File: src/rtl/wb2stream.sv
// ============================================================================
// Module  : wb2stream
// Brief   : Wishbone slave that serialises bus accesses into bridge command
//           bytes and collects the 4-byte read response from the remote end.
// Revision: 1.0
// ============================================================================
`default_nettype none

module wb2stream #(
    parameter logic [6:0] BUS_ID    = 7'd0,
    parameter int         TIMEOUT_W = 20
) (
    input  logic        clk,
    input  logic        rst_n,
    input  logic [15:0] wb_addr,
    input  logic [31:0] wb_wdata,
    output logic [31:0] wb_rdata,
    input  logic        wb_we,
    input  logic        wb_cyc,
    output logic        wb_ack,
    output logic [7:0]  tx_data,
    output logic        tx_valid,
    input  logic        tx_ready,
    input  logic [7:0]  rx_data,
    input  logic        rx_valid,
    output logic        err_timeout
);

    typedef enum logic [2:0] {
        S_IDLE   = 3'd0,
        S_TX_HDR = 3'd1,
        S_TX_DAT = 3'd2,
        S_RX_DAT = 3'd3,
        S_ACK    = 3'd4
    } state_t;

    localparam logic [TIMEOUT_W-1:0] c_CNT_ONE = {{(TIMEOUT_W-1){1'b0}}, 1'b1};

    state_t                r_state;
    logic [1:0]            r_idx;
    logic [15:0]           r_addr;
    logic [31:0]           r_wdata;
    logic                  r_we;
    logic [23:0]           r_shift;
    logic [TIMEOUT_W-1:0]  r_cnt;

    logic                  w_xfer;
    logic [TIMEOUT_W-1:0]  w_cnt_inc;
    logic                  w_timeout;
    logic [7:0]            w_hdr_next;
    logic [7:0]            w_dat_next;

    assign w_xfer    = tx_valid & tx_ready;
    assign w_cnt_inc = r_cnt + c_CNT_ONE;
    // Fires in the idle cycle that would bring the counter to all-ones.
    assign w_timeout = &w_cnt_inc;

    // Byte that follows the one currently on tx_data.
    always_comb begin
        w_hdr_next = 8'h00;
        case (r_idx)
            2'd0:    w_hdr_next = r_addr[15:8];
            2'd1:    w_hdr_next = r_addr[7:0];
            default: w_hdr_next = r_wdata[31:24];
        endcase
    end

    always_comb begin
        w_dat_next = 8'h00;
        case (r_idx)
            2'd0:    w_dat_next = r_wdata[23:16];
            2'd1:    w_dat_next = r_wdata[15:8];
            2'd2:    w_dat_next = r_wdata[7:0];
            default: w_dat_next = 8'h00;
        endcase
    end

    always_ff @(posedge clk) begin
        if (!rst_n) begin
            r_state     <= S_IDLE;
            r_idx       <= 2'd0;
            r_addr      <= 16'h0000;
            r_wdata     <= 32'h0000_0000;
            r_we        <= 1'b0;
            r_shift     <= 24'h00_0000;
            r_cnt       <= '0;
            wb_ack      <= 1'b0;
            wb_rdata    <= 32'h0000_0000;
            tx_data     <= 8'h00;
            tx_valid    <= 1'b0;
            err_timeout <= 1'b0;
        end else begin
            wb_ack      <= 1'b0;
            err_timeout <= 1'b0;
            case (r_state)
                S_IDLE: begin
                    if (wb_cyc && !wb_ack) begin
                        r_addr   <= wb_addr;
                        r_wdata  <= wb_wdata;
                        r_we     <= wb_we;
                        r_idx    <= 2'd0;
                        tx_data  <= {wb_we, BUS_ID};
                        tx_valid <= 1'b1;
                        r_state  <= S_TX_HDR;
                    end
                end
                S_TX_HDR: begin
                    if (w_xfer) begin
                        if (r_idx == 2'd2) begin
                            r_idx <= 2'd0;
                            if (r_we) begin
                                tx_data <= w_hdr_next;
                                r_state <= S_TX_DAT;
                            end else begin
                                tx_valid <= 1'b0;
                                r_cnt    <= '0;
                                r_shift  <= 24'h00_0000;
                                r_state  <= S_RX_DAT;
                            end
                        end else begin
                            r_idx   <= r_idx + 2'd1;
                            tx_data <= w_hdr_next;
                        end
                    end
                end
                S_TX_DAT: begin
                    if (w_xfer) begin
                        if (r_idx == 2'd3) begin
                            tx_valid <= 1'b0;
                            wb_ack   <= 1'b1;
                            r_state  <= S_ACK;
                        end else begin
                            r_idx   <= r_idx + 2'd1;
                            tx_data <= w_dat_next;
                        end
                    end
                end
                S_RX_DAT: begin
                    // A byte arriving together with the timeout is dropped.
                    if (w_timeout) begin
                        wb_rdata    <= 32'hFFFF_FFFF;
                        wb_ack      <= 1'b1;
                        err_timeout <= 1'b1;
                        r_state     <= S_ACK;
                    end else if (rx_valid) begin
                        r_cnt <= '0;
                        if (r_idx == 2'd3) begin
                            wb_rdata <= {r_shift, rx_data};
                            wb_ack   <= 1'b1;
                            r_state  <= S_ACK;
                        end else begin
                            r_shift <= {r_shift[15:0], rx_data};
                            r_idx   <= r_idx + 2'd1;
                        end
                    end else begin
                        r_cnt <= w_cnt_inc;
                    end
                end
                S_ACK: begin
                    r_state <= S_IDLE;
                end
                default: begin
                    r_state <= S_IDLE;
                end
            endcase
        end
    end

endmodule

`default_nettype wire

File: config.mk
export PLATFORM = sky130hd
export DESIGN_NAME = wb2stream
export DESIGN_NICKNAME = d
export VERILOG_FILES = /design/src/rtl/wb2stream.sv
export SDC_FILE = /design/constraint.sdc
export NUM_CORES = 1
export LEC_CHECK = 0
export ABC_AREA = 1
export CAP_MARGIN = 20
export CORE_AREA = 2 2 113 115
export DETAILED_ROUTE_END_ITERATION = 7
export DIE_AREA = 0 0 115 117
export PLACE_DENSITY = 0.79
export SYNTH_ARGS = -nofsm -noshare
export SYNTH_HDL_FRONTEND = slang
export SYNTH_SLANG_ARGS = --single-unit
File: constraint.sdc
create_clock -name clk -period 2.75 [get_ports clk]
set_input_delay 0.55 -clock clk [delete_from_list [all_inputs] [get_ports clk]]
set_output_delay 0.55 -clock clk [all_outputs]
set_load 0.05 [all_outputs]
==> run summary <==
final period utilization = 0.921
Post-Synthesis Mean Instance Area = 6.75 um2
initial antenna violation count = 1
clk slew on worst S/H paths = 0.06 ns
setup violators final = 0
register area = 2820 um2
outcome = finished clean
register bit count reported by yosys = 141
total power draw = 8.04 mW
area leader, netlist = dfxtp_1
FP Rows = 41
hold_ws = 0.471 ns
Gates resized, CTS repair = 0
initial core utilization = 0.527
kind of critical path = flop to flop
Routed Antenna Nets = 0
area grow syn2layout = 27.5%
Final Instance Area = 8270 um2
area taken by multi-input logic gates = 3210 um2
DRT Pass-1 Iters = 7
hold_buf cts = 0
non-filler instance count after layout = 1213
reg2reg end = r_cnt[18]$_SDFFE_PN0P_
Vias/cell = 5.28
end of the worst hold path = tx_data[5]$_SDFFE_PN0P_
vias = 6404
Total Routed Length = 16.6 mm
largest net degree at the start of global routing = 126
Post-synth top flop = dfxtp_1
hold path startpoint = tx_data[5]$_SDFFE_PN0P_
gr usage total = 0.246
Hold WC Path Type = flop to flop
H-tree level count = 4
Tmin final = 2.53 ns
CP cell instances = ha_1 > nand3_2 > inv_2 > nand3b_1 > nand2_1 > nand2_1 > nor2_1 > nand2_1 > nor2_2 > nand4_4 > nand2_4 > clkinvlp_4 > nor2_1 > nor2_1
placed insts = 1177
Syn Std Cell Area = 6480 um2
Die W = 115 um
Root Driver = clkbuf_16
Routed WL per cell = 13.7 um
share of flip-flops with an asynchronous set or reset = 0
Distinct cells, synth = 31
Final Skew = 0.00700 ns
CP max-delay cell = dfxtp_1
Lkg Pwr = 3.25 nW
Worst setup EP type = flop
first-pass GRT wire length = 26.8 mm
max_slew headroom = 0.628
most frequent cells after synthesis = nor2_1 (277), nand2_1 (155), dfxtp_1 (141), o21ai_0 (141), inv_1 (58)
die area = 13500 um2
startpoint types = flop
CTS tree = done
Die Ht = 117 um
Core ar. = 12300 um2
r2r startpoint = r_cnt[1]$_SDFFE_PN0P_
I/O pins = 105
Starting DRT DRC Count = 459
number of global-route vias before repair = 5715
FF-to-FF setup slack = 0.22 ns
worst slack, placed = 0.273 ns
Num CTS Buffers = 17
Hold Path Stages = 2
cell with the most instances after synthesis = nor2_1
GRT overflow = 0
fmax = 0.395 GHz
TritonCTS Sinks = 141
Worst path max stage delay = 0.42 ns
GPL Wtd Cong = 0.855
max_cap viols = 0
Seq/Total Area, Yosys = 0.435
clock tree buffer depth = 2
PortBufs = 104
# fillers = 1046
Area contributors post-synth = dfxtp_1 (44%), nor2_1 (16%), o21ai_0 (11%)
Slew Limit Fails = 0
layout cell share with drive strength beyond 1 = 0.0819
Synth top area share = 0.435
Worst Path Arrival = 2.85 ns
Setup Total Neg Slack = 0 ns
Power Dens Cells = 972 nW/um2
Post-CTS Setup Inserts = 0
hpwl dp = 10.6 mm
RSZ-0062 raised after global routing = false
worst skew pair latency = 0.42 ns
final worst setup slack = 0.217 ns
Final Util = 0.671
Syn Inst Count = 960
VDD IR-drop max = 0.619 mV
nets = 1118
Yosys Warn Count = 0
R2R depth = 14
Post-Syn Nets = 1029
Final Hold Fails = 0
CP Max Fanout = 10
Data required, critical path = 3.06 ns
DRC viols = 0
DP Area = 7620 um2
Post-synth EDFFs = 0
Worst-Margin Slew = 0.557 ns
-- cells in the final DEF, fill, tap and decap left out, types with 7 or more instances in the layout --
cell	synthesis	layout
a21oi_1	27	27
nor2_2	7	8
buf_4	1	13
o21ai_2	10	10
dfxtp_1	141	141
inv_1	58	56
o21ai_0	141	141
clkbuf_16	0	17
clkdlybuf4s50_1	0	103
o21ai_1	11	11
clkinvlp_4	0	8
a31oi_1	15	15
inv_6	0	7
nand3_1	23	23
nor2_1	277	275
ha_1	7	7
nand2_1	155	154
-- cell type report --
cell class,instances,share of cell area
antenna,1,0.000303
clock buffer,17,0.0515
clock inverter,15,0.0212
inverter,64,0.0300
multi-input combinational,703,0.388
sequential,141,0.341
tap,150,0.0227
timing repair buffer,119,0.142
timing repair inverter,3,0.00272
-- report_power, final --
part | switching (mW) | internal [mW]
logic | 1.84 | 0.920
clock network | 0.965 | 1.37
registers | 0.383 | 2.56
total | 3.19 | 4.85
-- critical path: cells and delay by family, from the launching register on --
family / cells / cell delay, ns
fa+ha+maj: 1 / 0.24
buf+inv: 2 / 0.40
flops: 1 / 0.42
simple gates: 11 / 1.38
-- kinds of logic (layout without fill, tap and decap cells) --
group | Yosys count | count (layout) | share of synthesized area
and+or+nand+nor | 484 | 484 | 0.303
AOI/OAI and AO/OA | 209 | 209 | 0.172
DFF | 141 | 141 | 0.435
buffers and inverters | 116 | 218 | 0.0722
adders and majority gates | 7 | 7 | 0.0135
xor gates and xnor gates | 3 | 3 | 0.00405
other | 0 | 1 | 0
-- registers in the layout, summed over array words and instances, names as in the netlist --
signal / count
r_wdata: 32
wb_rdata: 32
r_shift: 24
r_cnt: 20
r_addr: 16
tx_data: 8
r_state: 3
r_idx: 2
err_timeout: 1
r_we: 1
tx_valid: 1
wb_ack: 1
-- worst max path at each step --
| stage | startpoint | to | slack, ns |
|---|---|---|---|
| global route | r_cnt[0]$_SDFFE_PN0P_ | r_cnt[0]$_SDFFE_PN0P_ | 0.009 |
| floorplan | r_cnt[1]$_SDFFE_PN0P_ | r_shift[0]$_SDFFE_PN0P_ | 0.67 |
| CTS | r_cnt[1]$_SDFFE_PN0P_ | r_cnt[16]$_SDFFE_PN0P_ | 0.21 |
| finish | r_cnt[1]$_SDFFE_PN0P_ | r_cnt[18]$_SDFFE_PN0P_ | 0.22 |
| global placement | r_state[1]$_SDFFE_PN0P_ | r_cnt[10]$_SDFFE_PN0P_ | 0.31 |
| detailed placement | r_cnt[1]$_SDFFE_PN0P_ | r_cnt[16]$_SDFFE_PN0P_ | 0.27 |
-- per-layer routing --
| layer | part of all wire | up-vias | global-route usage |
|---|---|---|---|
| li1 | - | 3263 | - |
| met1 | 0.45 | 2880 | 0.319 |
| met2 | 0.47 | 231 | 0.407 |
| met3 | 0.065 | 30 | 0.0505 |
| met4 | 0.021 | 0 | 0.0924 |
| met5 | 0 | - | 0 |
Power figures use the tool's default switching activity.
